File: config.mk
export PLATFORM = sky130hd
export DESIGN_NAME = pmem_arbiter_flat
export DESIGN_NICKNAME = d
export VERILOG_FILES = /design/src/rtl/pmem_arbiter_if.sv /design/src/rtl/pmem_arbiter.sv /design/src/flat_wrapper.sv
export SDC_FILE = /design/constraint.sdc
export NUM_CORES = 1
export LEC_CHECK = 0
export CORE_AREA = 2 2 572 574
export CTS_CLUSTER_DIAMETER = 100
export CTS_CLUSTER_SIZE = 10
export DETAILED_ROUTE_END_ITERATION = 8
export DIE_AREA = 0 0 574 576
export SLEW_MARGIN = 20
export SYNTH_ARGS = -nofsm -noshare
export SYNTH_HDL_FRONTEND = slang
export SYNTH_SLANG_ARGS = --single-unit
File: constraint.sdc
create_clock -name clk -period 2.3 [get_ports clk]
set_clock_uncertainty 0.2 [all_clocks]
set_input_delay 0.345 -clock clk [delete_from_list [all_inputs] [get_ports clk]]
set_output_delay 0.345 -clock clk [all_outputs]
set_load 0.01 [all_outputs]
File: src/rtl/pmem_arbiter_if.sv
// Cache-side and memory-side line-transfer signals around the physical-memory arbiter.
// slave is the arbiter's view; master is the caches plus physical memory.
interface pmem_arbiter_if #(
   parameter int LINE_W = 256,
   parameter int ADDR_W = 32
);
   logic              i_pmem_read;
   logic [ADDR_W-1:0] i_pmem_address;
   logic [LINE_W-1:0] i_pmem_rdata;
   logic              i_pmem_resp;
   logic              d_pmem_read;
   logic              d_pmem_write;
   logic [ADDR_W-1:0] d_pmem_address;
   logic [LINE_W-1:0] d_pmem_wdata;
   logic [LINE_W-1:0] d_pmem_rdata;
   logic              d_pmem_resp;
   logic              pmem_read;
   logic              pmem_write;
   logic [ADDR_W-1:0] pmem_address;
   logic [LINE_W-1:0] pmem_wdata;
   logic [LINE_W-1:0] pmem_rdata;
   logic              pmem_resp;

   modport slave (
      input  i_pmem_read, i_pmem_address, d_pmem_read, d_pmem_write, d_pmem_address,
             d_pmem_wdata, pmem_rdata, pmem_resp,
      output i_pmem_rdata, i_pmem_resp, d_pmem_rdata, d_pmem_resp,
             pmem_read, pmem_write, pmem_address, pmem_wdata
   );

   modport master (
      output i_pmem_read, i_pmem_address, d_pmem_read, d_pmem_write, d_pmem_address,
             d_pmem_wdata, pmem_rdata, pmem_resp,
      input  i_pmem_rdata, i_pmem_resp, d_pmem_rdata, d_pmem_resp,
             pmem_read, pmem_write, pmem_address, pmem_wdata
   );
endinterface

File: src/rtl/pmem_arbiter.sv
// Round-robin arbiter putting I-cache reads and D-cache reads/write-backs onto one memory port.
// Optional performance counters are built only when PMEM_ARB_PERF_EN is defined.
module pmem_arbiter #(
   parameter int LINE_W = 256,
   parameter int ADDR_W = 32
) (
   input  logic        clk,
   input  logic        rst_n,
   pmem_arbiter_if.slave bus,
   output logic [31:0] perf_i_grants,
   output logic [31:0] perf_d_grants,
   output logic [31:0] perf_wait_cycles
);
   typedef enum logic [1:0] {IDLE, SERVE_I, SERVE_D} state_e;

   localparam logic [ADDR_W-1:0] LINE_MASK = {{(ADDR_W-5){1'b1}}, 5'b0};

   state_e            state_q, state_d;
   logic              last_d_q, last_d_d;   // 1 when D owned the most recent grant
   logic              rd_q, rd_d, wr_q, wr_d;
   logic [ADDR_W-1:0] addr_q, addr_d;
   logic [LINE_W-1:0] wdata_q, wdata_d;
   logic              i_req, d_req, grant_i, grant_d;

   assign i_req   = bus.i_pmem_read;
   assign d_req   = bus.d_pmem_read | bus.d_pmem_write;
   assign grant_d = (state_q == IDLE) && d_req && (!i_req || !last_d_q);
   assign grant_i = (state_q == IDLE) && i_req && !grant_d;

   always_comb begin
      state_d  = state_q;
      last_d_d = last_d_q;
      rd_d     = rd_q;
      wr_d     = wr_q;
      addr_d   = addr_q;
      wdata_d  = wdata_q;
      case (state_q)
         IDLE: begin
            if (grant_d) begin
               state_d = SERVE_D;
               // An illegal read+write request is treated as a write-back
               wr_d    = bus.d_pmem_write;
               rd_d    = !bus.d_pmem_write;
               addr_d  = bus.d_pmem_address & LINE_MASK;
               wdata_d = bus.d_pmem_wdata;
            end else if (grant_i) begin
               state_d = SERVE_I;
               rd_d    = 1'b1;
               wr_d    = 1'b0;
               addr_d  = bus.i_pmem_address & LINE_MASK;
            end
         end
         SERVE_I, SERVE_D: begin
            if (bus.pmem_resp) begin
               state_d  = IDLE;
               rd_d     = 1'b0;
               wr_d     = 1'b0;
               last_d_d = (state_q == SERVE_D);
            end
         end
         default: state_d = IDLE;
      endcase
   end

   always_ff @(posedge clk) begin
      if (!rst_n) begin
         state_q  <= IDLE;
         last_d_q <= 1'b0;
         rd_q     <= 1'b0;
         wr_q     <= 1'b0;
         addr_q   <= '0;
         wdata_q  <= '0;
      end else begin
         state_q  <= state_d;
         last_d_q <= last_d_d;
         rd_q     <= rd_d;
         wr_q     <= wr_d;
         addr_q   <= addr_d;
         wdata_q  <= wdata_d;
      end
   end

   assign bus.pmem_read    = rd_q;
   assign bus.pmem_write   = wr_q;
   assign bus.pmem_address = addr_q;
   assign bus.pmem_wdata   = wdata_q;
   assign bus.i_pmem_rdata = bus.pmem_rdata;
   assign bus.d_pmem_rdata = bus.pmem_rdata;
   assign bus.i_pmem_resp  = bus.pmem_resp && (state_q == SERVE_I);
   assign bus.d_pmem_resp  = bus.pmem_resp && (state_q == SERVE_D);

   a_d_rw_exclusive: assert property (@(posedge clk) disable iff (!rst_n)
      !(bus.d_pmem_read && bus.d_pmem_write))
      else $error("pmem_arbiter: d_pmem_read and d_pmem_write asserted together");

`ifdef PMEM_ARB_PERF_EN
   logic [31:0] pi_q, pi_d, pd_q, pd_d, pw_q, pw_d;
   logic        waiting;

   assign waiting = (i_req && state_q != SERVE_I) || (d_req && state_q != SERVE_D);

   always_comb begin
      pi_d = pi_q;
      pd_d = pd_q;
      pw_d = pw_q;
      if (grant_i && pi_q != '1) pi_d = pi_q + 32'd1;
      if (grant_d && pd_q != '1) pd_d = pd_q + 32'd1;
      if (waiting && pw_q != '1) pw_d = pw_q + 32'd1;
   end

   always_ff @(posedge clk) begin
      if (!rst_n) begin
         pi_q <= '0;
         pd_q <= '0;
         pw_q <= '0;
      end else begin
         pi_q <= pi_d;
         pd_q <= pd_d;
         pw_q <= pw_d;
      end
   end

   assign perf_i_grants    = pi_q;
   assign perf_d_grants    = pd_q;
   assign perf_wait_cycles = pw_q;
`else
   assign perf_i_grants    = '0;
   assign perf_d_grants    = '0;
   assign perf_wait_cycles = '0;
`endif
endmodule

File: src/flat_wrapper.sv
// flat-port wrapper written by rule: the top's interface ports become plain ports
module pmem_arbiter_flat 
#(
   parameter int LINE_W = 256,
   parameter int ADDR_W = 32
)
  (clk, rst_n, perf_i_grants, perf_d_grants, perf_wait_cycles, bus_i_pmem_read, bus_i_pmem_address, bus_d_pmem_read, bus_d_pmem_write, bus_d_pmem_address, bus_d_pmem_wdata, bus_pmem_rdata, bus_pmem_resp, bus_i_pmem_rdata, bus_i_pmem_resp, bus_d_pmem_rdata, bus_d_pmem_resp, bus_pmem_read, bus_pmem_write, bus_pmem_address, bus_pmem_wdata);
  pmem_arbiter_if #(.LINE_W(LINE_W), .ADDR_W(ADDR_W)) bus_i ();
  input  logic clk;
  input  logic rst_n;
  output logic [31:0] perf_i_grants;
  output logic [31:0] perf_d_grants;
  output logic [31:0] perf_wait_cycles;
  input wire logic [$bits(bus_i.i_pmem_read)-1:0] bus_i_pmem_read;
  input wire logic [$bits(bus_i.i_pmem_address)-1:0] bus_i_pmem_address;
  input wire logic [$bits(bus_i.d_pmem_read)-1:0] bus_d_pmem_read;
  input wire logic [$bits(bus_i.d_pmem_write)-1:0] bus_d_pmem_write;
  input wire logic [$bits(bus_i.d_pmem_address)-1:0] bus_d_pmem_address;
  input wire logic [$bits(bus_i.d_pmem_wdata)-1:0] bus_d_pmem_wdata;
  input wire logic [$bits(bus_i.pmem_rdata)-1:0] bus_pmem_rdata;
  input wire logic [$bits(bus_i.pmem_resp)-1:0] bus_pmem_resp;
  output wire logic [$bits(bus_i.i_pmem_rdata)-1:0] bus_i_pmem_rdata;
  output wire logic [$bits(bus_i.i_pmem_resp)-1:0] bus_i_pmem_resp;
  output wire logic [$bits(bus_i.d_pmem_rdata)-1:0] bus_d_pmem_rdata;
  output wire logic [$bits(bus_i.d_pmem_resp)-1:0] bus_d_pmem_resp;
  output wire logic [$bits(bus_i.pmem_read)-1:0] bus_pmem_read;
  output wire logic [$bits(bus_i.pmem_write)-1:0] bus_pmem_write;
  output wire logic [$bits(bus_i.pmem_address)-1:0] bus_pmem_address;
  output wire logic [$bits(bus_i.pmem_wdata)-1:0] bus_pmem_wdata;
  assign bus_i.i_pmem_read = bus_i_pmem_read;
  assign bus_i.i_pmem_address = bus_i_pmem_address;
  assign bus_i.d_pmem_read = bus_d_pmem_read;
  assign bus_i.d_pmem_write = bus_d_pmem_write;
  assign bus_i.d_pmem_address = bus_d_pmem_address;
  assign bus_i.d_pmem_wdata = bus_d_pmem_wdata;
  assign bus_i.pmem_rdata = bus_pmem_rdata;
  assign bus_i.pmem_resp = bus_pmem_resp;
  assign bus_i_pmem_rdata = bus_i.i_pmem_rdata;
  assign bus_i_pmem_resp = bus_i.i_pmem_resp;
  assign bus_d_pmem_rdata = bus_i.d_pmem_rdata;
  assign bus_d_pmem_resp = bus_i.d_pmem_resp;
  assign bus_pmem_read = bus_i.pmem_read;
  assign bus_pmem_write = bus_i.pmem_write;
  assign bus_pmem_address = bus_i.pmem_address;
  assign bus_pmem_wdata = bus_i.pmem_wdata;
  pmem_arbiter #(.LINE_W(LINE_W), .ADDR_W(ADDR_W)) u_core (.clk(clk), .rst_n(rst_n), .bus(bus_i), .perf_i_grants(perf_i_grants), .perf_d_grants(perf_d_grants), .perf_wait_cycles(perf_wait_cycles));
endmodule
# [After elaboration in Yosys (flattened, before gate mapping)]
# Index checks and enable logic that the tools add are counted.
[word_totals] ff_bits=293 output_inout_bits=900 inputBits=582 elab_cells=44
[classes] bitwise_logic=1 muxes=13 n_eq_ne=4 reduce_logical=20
[op_table] cell="$mux W32" count=2
[op_table] cell="$reduce_and A2 Y1" count=4
[op_table] cell="$logic_and A1 B1 Y1" count=6
[op_table] cell="$mux W2" count=3
[op_table] cell="$mux W1" count=5
[op_table] cell="$logic_not A1 Y1" count=4
[op_table] cell="$pmux W1 S2" count=2
[op_table] cell="$pmux W2 S2" count=1
[op_table] cell="$reduce_bool A2 Y1" count=2
[op_table] cell="$ne A3 B1 Y1 const B" count=1
[op_table] cell="$reduce_and A3 Y1" count=1
[op_table] cell="$eq A2 B1 Y1 const B" count=1
[op_table] cell="$eq A2 B2 Y1 const B" count=1
[op_table] cell="$logic_not A2 Y1" count=1
[op_table] cell="$ne A2 B2 Y1 const B" count=1
[op_table] cell="$reduce_or A2 Y1" count=1
[op_table] cell="$logic_or A1 B1 Y1" count=1
[op_table] cell="$or A1 B1 Y1" count=1

# [Depth between registers and ports, before layout]
[depth] ltp_word=8 ltp_mapped=8 ltp_nobuf=5

# [Least setup slack after synthesis]
# No wires, ideal clock.
[synth_timing] path_type="reg-to-reg" from="register u_core.state_q[0]" to="register u_core.addr_q[11] (netlist: u_core.bus.pmem_address[11])" setup_ps=132 setup_slack_ps=508 synth_period_minus_slack_ps=1792 path_buffers=2 required_time_ps=1968 path_stages_with_launch=8 arrival_time_ps=1459 path_cell_list="dfxtp_1 inv_1 ha_1 a21boi_1 buf_4 o21ai_2 clkbuf_1 a21oi_1"
[synth_between] elab_chain_len=7 word_cells_on_any_way=9 classes_between="mux (1); reduce/logical (8)"
[synth_lines] element="start: declaration" line="pmem_arbiter.sv:18" text="state_e state_q, state_d;"
[synth_lines] element="start signal: assignment" line="pmem_arbiter.sv:74" text="state_q <= state_d;"
[synth_lines] element="$logic_not A2 Y1 (*)" line="pmem_arbiter.sv:27, pmem_arbiter.sv:28, pmem_arbiter.sv:37"
[synth_lines] element="$logic_and A1 B1 Y1 (2 in a row)" line="pmem_arbiter.sv:27" text="assign grant_d = (state_q == IDLE) && d_req && (!i_req || !last_d_q);"
[synth_lines] element="$logic_not A1 Y1" line="pmem_arbiter.sv:28" text="assign grant_i = (state_q == IDLE) && i_req && !grant_d;"
[synth_lines] element="$logic_and A1 B1 Y1" line="pmem_arbiter.sv:28"
[synth_lines] element="$reduce_bool A2 Y1 (no line)"
[synth_lines] element="$reduce_and A2 Y1 (no line)"
[synth_lines] element="end signal: assignment" line="pmem_arbiter.sv:78" text="addr_q <= addr_d;"
[synth_lines] element="end: declaration" line="pmem_arbiter.sv:21" text="logic [ADDR_W-1:0] addr_q, addr_d;"
# Every way passes the cells marked *; elsewhere a longest branch is shown, timed or not.
# A chain may end at the register's enable or synchronous reset.

# [Worst setup path after layout]
[layout_timing] from="register u_core.wdata_q[170] (netlist: u_core.bus.pmem_wdata[170])" to="output bus_pmem_wdata[170]"
[layout_rtl] element="start: declaration" line="pmem_arbiter.sv:22" text="logic [LINE_W-1:0] wdata_q, wdata_d;"
[layout_rtl] element="start signal: assignment" line="pmem_arbiter.sv:79" text="wdata_q <= wdata_d;"
[layout_rtl] element="end: declaration" line="flat_wrapper.sv:29" text="output wire logic [$bits(bus_i.pmem_wdata)-1:0] bus_pmem_wdata;"
# No word-level cell between the ends.

==> load_flow_metrics.sql <==
INSERT INTO impl_metrics (metric_group, metric, value, unit) VALUES
('drt', 'drc', '0', ''),
('global_route', 'first_global_vias', '14420', ''),
('sta', 'worst_slew_pin_slew', '705', 'ps'),
('drt', 'drt-vias-per-instance', '2.31', ''),
('sta', 'final-max-slew-violation-count', '0', ''),
('clock_network', 'clock-sinks', '288', ''),
('floorplanning', 'core', '325000', 'sq um'),
('global_route', 'grt_overflow', '0', ''),
('synth', 'synth_fa_ha_area_share', '0.390', '%'),
('synth', 'post_synth_xor_area_fraction', '0', '%'),
('global_route', 'grt_pass1_wl', '230000', 'microns'),
('clock_network', 'tritoncts', 'done', ''),
('worst_setup_path', 'regToRegEndpoint', 'u_core.bus.pmem_wdata[92]', ''),
('clock_network', 'max-clock-path-buffers', '3', ''),
('worst_setup_path', 'setup.worst_path.start_class', 'register', ''),
('worst_setup_path', 'rr_worst_depth', '7', ''),
('drt', 'wl', '198000', 'microns'),
('power', 'vdd.ir_drop.worst', '540', 'uV'),
('power', 'power.density', '1170', 'nW/um^2'),
('floorplanning', 'floorplan.die.height', '576', 'microns'),
('sta', 'final_critical_path_setup_slack', '62.1', 'ps'),
('finish', 'layout.cells.non_filler', '6551', ''),
('drt', 'drt.antenna.violating_nets', '0', ''),
('flow_run', 'maxCapViolations', '0', ''),
('sta', 'maxSlewHeadroom', '53.2', '%'),
('finish', 'share_of_final_layout_standard_cells_stronger_than_drive_strength_1', '13.3', '%'),
('worst_setup_path', 'timing.critical_path.to', 'bus_pmem_wdata[170]', ''),
('synth', 'gate_count_of_the_mapped_netlist', '1945', ''),
('finish', 'nets', '2743', ''),
('worst_setup_path', 'critPathCaptureType', 'output pin', ''),
('placed_design', 'detailedPlace.worstSlack', '-446', 'ps'),
('worst_setup_path', 'worstPathRequired', '1750', 'ps'),
('sta', 'fin_tns_setup', '0', 'ps'),
('placed_design', 'hpwlAfterDp', '178000', 'microns'),
('run_status', 'outcome', 'finished, final reports clean', ''),
('floorplanning', 'cell_row_count', '210', ''),
('finish', 'layout.core_utilization', '7.99', '%'),
('sta', 'report.final.setup_viol', '0', ''),
('worst_setup_path', 'critPathTopFamily', 'buffers and inverters', ''),
('power', 'power.total', '0.0305', 'W'),
('worst_setup_path', 'cp_num_cells', '1', ''),
('drt', 'first_pass_iters', '5', ''),
('synth', 'synth-seq-area-share', '35.9', '%'),
('synth', 'synth.ff_latch_count', '288', ''),
('drt', 'detail_route.iter0.violations', '1390', ''),
('floorplanning', 'dieArea', '331000', 'sq um'),
('worst_setup_path', 'timing.reg2reg.setup_slack', '130', 'ps'),
('synth', 'synth_cell_types', '32', ''),
('sta', 'timing.final.crit_share', '97.3', '%'),
('clock_network', 'number_of_buffers_created_by_cts', '40', ''),
('finish', 'final.fill_count', '38239', ''),
('worst_setup_path', 'crit_path_cell_trace', 'dlygate4sd2_1', ''),
('floorplanning', 'die-width', '574', 'microns'),
('sta', 'grt_setup_unrepaired', 'no', ''),
('drt', 'wire_per_inst', '30.3', 'microns'),
('hold_path', 'hold_path.class', 'input port to register', ''),
('clock_network', 'clock_tree.root_cell', 'sky130_fd_sc_hd__clkbuf_16', ''),
('synth', 'syn-cell-area', '16100', 'sq um'),
('synth', 'avgSynthCellArea', '8.25', 'sq um'),
('synth', 'post_synth_mux_area_share', '1.93', '%'),
('finish', 'areaGrowthSynthToFinish', '61.9', '%'),
('synth', 'ys_warn_count', '0', ''),
('sta', 'timing_hold_violations_final', '0', ''),
('synth', 'post_synth_and_or_nand_nor_area_fraction', '8.43', '%'),
('floorplanning', 'top_level_ports', '1482', ''),
('synth', 'dominant_combinational_cell_family_by_area_after_synthesis', 'buffers and inverters', ''),
('worst_setup_path', 'worst-path-buf-inv', '1', ''),
('worst_setup_path', 'worst_reg2reg_path_startpoint', 'u_core.state_q[0]', ''),
('clock_network', 'cts.reportedPaths.clkPinSlew', '60', 'ps'),
('sta', 'fmaxAchievable', '447', 'MHz'),
('placed_design', 'place.port_buffers', '602', '');
## final cells by class
type	instances	area [sq um]	area share [%]
Timing Repair Buffer	839	8230	31.7
Sequential cell	288	5790	22.3
Tap cell	4346	5440	20.9
Multi-Input combinational cell	984	5190	20.0
Clock buffer	43	1040	4.01
Clock inverter	13	191	0.737
Antenna cell	35	87.6	0.337
Inverter	3	18.8	0.0722
## report_power, final
part	leakage (nW)	switching [W]	internal [W]
clock	0.601	0.00287	0.00349
sequential	2.38	0.00112	0.00656
combinational	5.56	0.0104	0.00600
total	8.54	0.0144	0.0161
## logic make-up after synthesis
logic type	after synthesis
adder cells (fa/ha/maj)	5
AO/OA/AOI/OAI	577
flip-flops	288
buffers and inverters	773
other	1
AND/OR/NAND/NOR	270
multiplexers	31
## per-stage QoR
stage / hold WS (ps) / area [sq um]
final: 78.7 / 26000
after global routing: 34.6 / 26000
after CTS: 0.169 / 25900
after detailed placement: 259 / 23500
after global placement: 253 / 23500
after floorplan: 268 / 16400
## state kept, by name, indices dropped and copies added, names as in the netlist
register and cells:
u_core.state_q 2, u_core.last_d_q 1, u_core.bus.pmem_wdata 256, u_core.bus.pmem_write 1
u_core.bus.pmem_address 27, u_core.bus.pmem_read 1
## worst register-to-register path, stage by stage, from the launching register on
cell and delay (ps):
sky130_fd_sc_hd__dfxtp_2 340, sky130_fd_sc_hd__inv_1 110, sky130_fd_sc_hd__ha_1 280, sky130_fd_sc_hd__a21boi_4 260, sky130_fd_sc_hd__buf_12 210, sky130_fd_sc_hd__buf_12 350, sky130_fd_sc_hd__nand3_1 170, sky130_fd_sc_hd__a21oi_1 160
## cell usage in the layout (no fill, tap or decap), types with 66 or more instances in the layout
| master | n |
|---|---|
| sky130_fd_sc_hd__dlygate4sd3_1 | 122 |
| sky130_fd_sc_hd__nand3_1 | 257 |
| sky130_fd_sc_hd__o21ai_0 | 66 |
| sky130_fd_sc_hd__clkdlybuf4s50_1 | 435 |
| sky130_fd_sc_hd__dfxtp_1 | 271 |
| sky130_fd_sc_hd__conb_1 | 101 |
| sky130_fd_sc_hd__buf_4 | 158 |
| sky130_fd_sc_hd__a21oi_1 | 283 |
| sky130_fd_sc_hd__dlygate4sd2_1 | 83 |
| sky130_fd_sc_hd__o21ai_1 | 190 |
## how the worst min path moves through the flow
stage / from / endpoint / slack (ps) / depth (start not counted)
floorplan: u_core.state_q[1] / u_core.state_q[1] / 270 / 2
global placement: u_core.bus.pmem_write / u_core.bus.pmem_write / 250 / 2
detailed placement: u_core.bus.pmem_read / u_core.bus.pmem_read / 260 / 2
CTS: bus_d_pmem_wdata[146] / u_core.bus.pmem_wdata[146] / 0.2 / 3
global route: bus_d_pmem_wdata[75] / u_core.bus.pmem_wdata[75] / 30 / 3
finish: bus_d_pmem_wdata[76] / u_core.bus.pmem_wdata[76] / 80 / 3
## cell usage after synthesis (all sizes together)
cell type,n,area (sq um)
ha,5,62.6
clkbuf,59,246
a21bo,1,10.0
nand2,5,18.8
nor2b,1,6.26
and3,1,6.26
a311oi,1,8.76
mux2i,31,310
a211o,1,8.76
a21oi,283,1420
nor2,3,13.8
o21a,2,15.0
o2bb2ai,1,8.76
nand3,257,1290
a31oi,1,6.26
o221a,1,11.3
inv,2,7.51
dfxtp,288,5770
nand4b,1,8.76
a21boi,1,7.51
conb,1,3.75
and2,2,12.5
o31ai,27,203
o21ai,258,1300
clkinv,1,3.75
buf,711,5310
## repair_timing
| item | in CTS | in global routing |
|---|---|---|
| setup buffers | 0 | 0 |
| resized for setup | 111 | 5 |
| endpoints found under the hold margin | 155 | 0 |
| hold buffers | 122 | 0 |
| setup endpoints to repair | 102 | 16 |
## per-layer routing
metal  up-vias  global-route usage (%)  routed length (microns)
li1       6386                       -                        -
met1      6882                    7.38                    43100
met2      1422                    16.8                    82200
met3       457                    15.7                    60000
met4         8                    6.52                    12800
met5         -                  0.0143                       53
Note: power is estimated with default switching activity, not from simulation.
==> RTL edit: new RTL, same settings <==
Take the reset off `wdata_q` and load it in a clocked block of its own.
--- a/src/rtl/pmem_arbiter.sv
+++ b/src/rtl/pmem_arbiter.sv
@@ -69,15 +69,17 @@
          rd_q     <= 1'b0;
          wr_q     <= 1'b0;
          addr_q   <= '0;
-         wdata_q  <= '0;
       end else begin
          state_q  <= state_d;
          last_d_q <= last_d_d;
          rd_q     <= rd_d;
          wr_q     <= wr_d;
          addr_q   <= addr_d;
-         wdata_q  <= wdata_d;
       end
+   end
+
+   always_ff @(posedge clk) begin
+      wdata_q <= wdata_d;
    end
 
    assign bus.pmem_read    = rd_q;
Function: not settled (the Yosys comparison gave no result); the edit may change what the design does.
==> RTL edit against the original RTL <==
  * The run now ends with negative setup slack left
  * Hold slack worse by 0.013 ns
  * Power is 4.7% lower
  * Worst setup slack worse by 0.082 ns
  * Synthesized cell count is 47% lower
  * Sequential cell count stayed put
  * Sequential share of layout area is 12 points higher
  * Final area is 5.2% lower
  * Die area stayed put
  * Global-route usage is 1.3 points higher
  * Synthesized area is 13% lower
  * Wire length is 11% higher
  * Critical path type is now reg -> reg
  * Critical endpoint is now u_core.bus.pmem_wdata[73]$_DFFE_PP_
  * Largest cell class is now flip-flops and latches
  * Highest routed layer unchanged
==> RTL edit: results (changes against the original RTL) <==
The flow ran to the end, but the final reports show violations. The checks that failed: negative setup slack. The instance count along the most critical hold path came out at 1 (-2).

Largest stage delay on the critical path: 0.33 ns (-0.31 ns). For the number of nets in the layout, the log shows 1948 (-29%). Largest net degree at the start of global routing: 32 (-51%). For the global-route usage over all layers, the log shows 0.1274 (+0.01257). For hold timing, the worst endpoint is u_core.bus.pmem_wdata[224]$_DFFE_PP_.

The transition time at the pin with the least slew margin was 0.6955 ns (-0.009032 ns); the clock insertion delay at the later pin of the skew report was 0.65 ns (-0.03 ns). Met1 layer usage reported by global route: 0.07748 (+0.003665). The detail-routed net length per standard cell came out at 37.99 um (+26%).

The signal arrival time at the worst endpoint is 2.44 ns (+0.75 ns). Counting instances in the post-synthesis netlist gives the leading cell types as 614 x sky130_fd_sc_hd__buf_4, 256 x sky130_fd_sc_hd__edfxtp_1, 32 x sky130_fd_sc_hd__dfxtp_1, 31 x sky130_fd_sc_hd__mux2i_1, 27 x sky130_fd_sc_hd__nor3_1. The smallest setup slack after layout is -0.02003 ns (-0.08218 ns), and the count of different cell masters after synthesis is 28 (-13%). Iteration count of the initial detailed-routing pass: 4 (-1).

Global-route track usage on met3: 0.1922 (+0.03521). The worst register-to-register path begins at u_core.state_q[1]$_SDFFE_PN0P_. The share of flip-flops with an asynchronous set or reset after synthesis is 0 (unchanged), and the sum of net half-perimeters after detailed placement is 205.3 mm (+15%).

The worst hold path begins at bus_d_pmem_wdata[224]. The tools report the sequential area share after synthesis as 0.5946 (+0.2354). For the number of antenna violations at the first check in global routing, the log shows 158 (+140%). The global-route wire length before repair came out at 243.7 mm (+5.9%).

The class of the worst hold path was in -> reg. The count of flip-flops with a built-in enable after synthesis was 256 (+256). The final setup violation count is 31 (+31), and the length in cells of the worst reg-to-reg path is 8 (+1).

Total leakage power: 0.007770 uW (-9.0%). Via count of the first global-routing pass: 9751 (-32%). In this run the critical register-to-register path is captured at u_core.bus.pmem_wdata[73]$_DFFE_PP_. The proportion of layout cells with a drive suffix above 1 works out to 0.1199 (-0.01286).

Cell type of the slowest stage on the worst timing path: sky130_fd_sc_hd__dfxtp_2. Sorting the synthesized cells by area gives the leading types as sky130_fd_sc_hd__edfxtp_1 55%, sky130_fd_sc_hd__buf_4 33%, sky130_fd_sc_hd__dfxtp_1 4.6%. For the met2 usage in global routing, the log shows 0.1956 (+0.02718).

The dominant synthesized flop cell is sky130_fd_sc_hd__edfxtp_1. The initial DRC count is 393 (-72%), and the worst vdd rail ir drop is 0.8852 mV (+64%). The run gives 40 (unchanged) as the number of CTS-inserted buffers.

The post-detailed-route via-to-cell ratio was 1.690 (-27%); the clock-pin slew on the worst setup and hold paths was 0.08 ns (+0.02 ns). The routability congestion estimate from global placement was 0.7319 (-19%); the largest fanout on the critical path was 22 (+20).
## RTL edit: how the worst max path moves through the flow
stage	cells after the start	startpoint	slack, ns	end
after floorplan	7	u_core.state_q[1]$_SDFFE_PN0P_	-3.36	u_core.bus.pmem_wdata[0]$_DFFE_PP_
after global placement	6	bus_i_pmem_read	-0.35	u_core.bus.pmem_wdata[15]$_DFFE_PP_
after detailed placement	6	bus_i_pmem_read	-0.38	u_core.bus.pmem_wdata[15]$_DFFE_PP_
after CTS	9	u_core.state_q[1]$_SDFFE_PN0P_	-0.05	u_core.bus.pmem_wdata[113]$_DFFE_PP_
after global routing	8	u_core.state_q[1]$_SDFFE_PN0P_	-0.08	u_core.bus.pmem_wdata[73]$_DFFE_PP_
final	8	u_core.state_q[1]$_SDFFE_PN0P_	-0.02	u_core.bus.pmem_wdata[73]$_DFFE_PP_
## RTL edit: through the flow
step | instances | hold slack, ns | setup slack [ns] | TNS, ns | cell area [um2]
after floorplan | 1136 | 0.2439 | -3.360 | -860.21 | 14410
after global placement | 5494 | 0.2545 | -0.3453 | -74.76 | 21580
after detailed placement | 5494 | 0.2679 | -0.3835 | -82.02 | 21580
after CTS | 5728 | 0.00009365 | -0.05338 | -1.386 | 24430
after global routing | 5738 | 0.03254 | -0.08435 | -5.900 | 24540
final | 5775 | 0.06569 | -0.02003 | -0.2438 | 24630
## RTL edit: cell families (layout without fill, tap and decap cells)
logic type | after synthesis | count (layout) | share of synthesized area
other | 1 | 145 | 0.0002677
multiplexers | 31 | 31 | 0.02215
adder cells (fa/ha/maj) | 5 | 5 | 0.004467
buffers and inverters | 633 | 882 | 0.3373
AND/OR/NAND/NOR | 43 | 43 | 0.01554
AO/OA/AOI/OAI | 35 | 35 | 0.02564
flip-flops | 288 | 288 | 0.5946
## RTL edit: metal layers
metal  vias up  part of all wire
li1       3514                 -
met1      4214              0.22
met2      1560              0.43
met3       452              0.32
met4        22             0.036
met5         -            0.0019
## RTL edit: what timing repair did
item,4_1_cts,5_1_grt
hold endpoints to repair,153,0
buffers inserted,10,1
pin swaps,1,0
hold buffers,153,0
cloned,5,4
resized for setup,211,2
endpoints found under the setup margin,382,172
## RTL edit: cell type report
cell class                 count  area (um2)
antenna                       44       110.1
clock buffer                  52        1067
clock inverter                14       166.4
fill                       37910      300700
inverter                       5       18.77
multi-input combinational    215        1386
sequential                   288        8330
tap                         4346        5438
timing repair buffer         811        8118
## RTL edit: where the power goes
group | internal [uW] | leakage, uW | switching, uW | total (uW)
logic | 4820 | 0.00443 | 8840 | 13700
clock network | 3520 | 0.000601 | 2940 | 6460
registers | 8340 | 0.00274 | 579 | 8920
total | 16700 | 0.00777 | 12400 | 29000
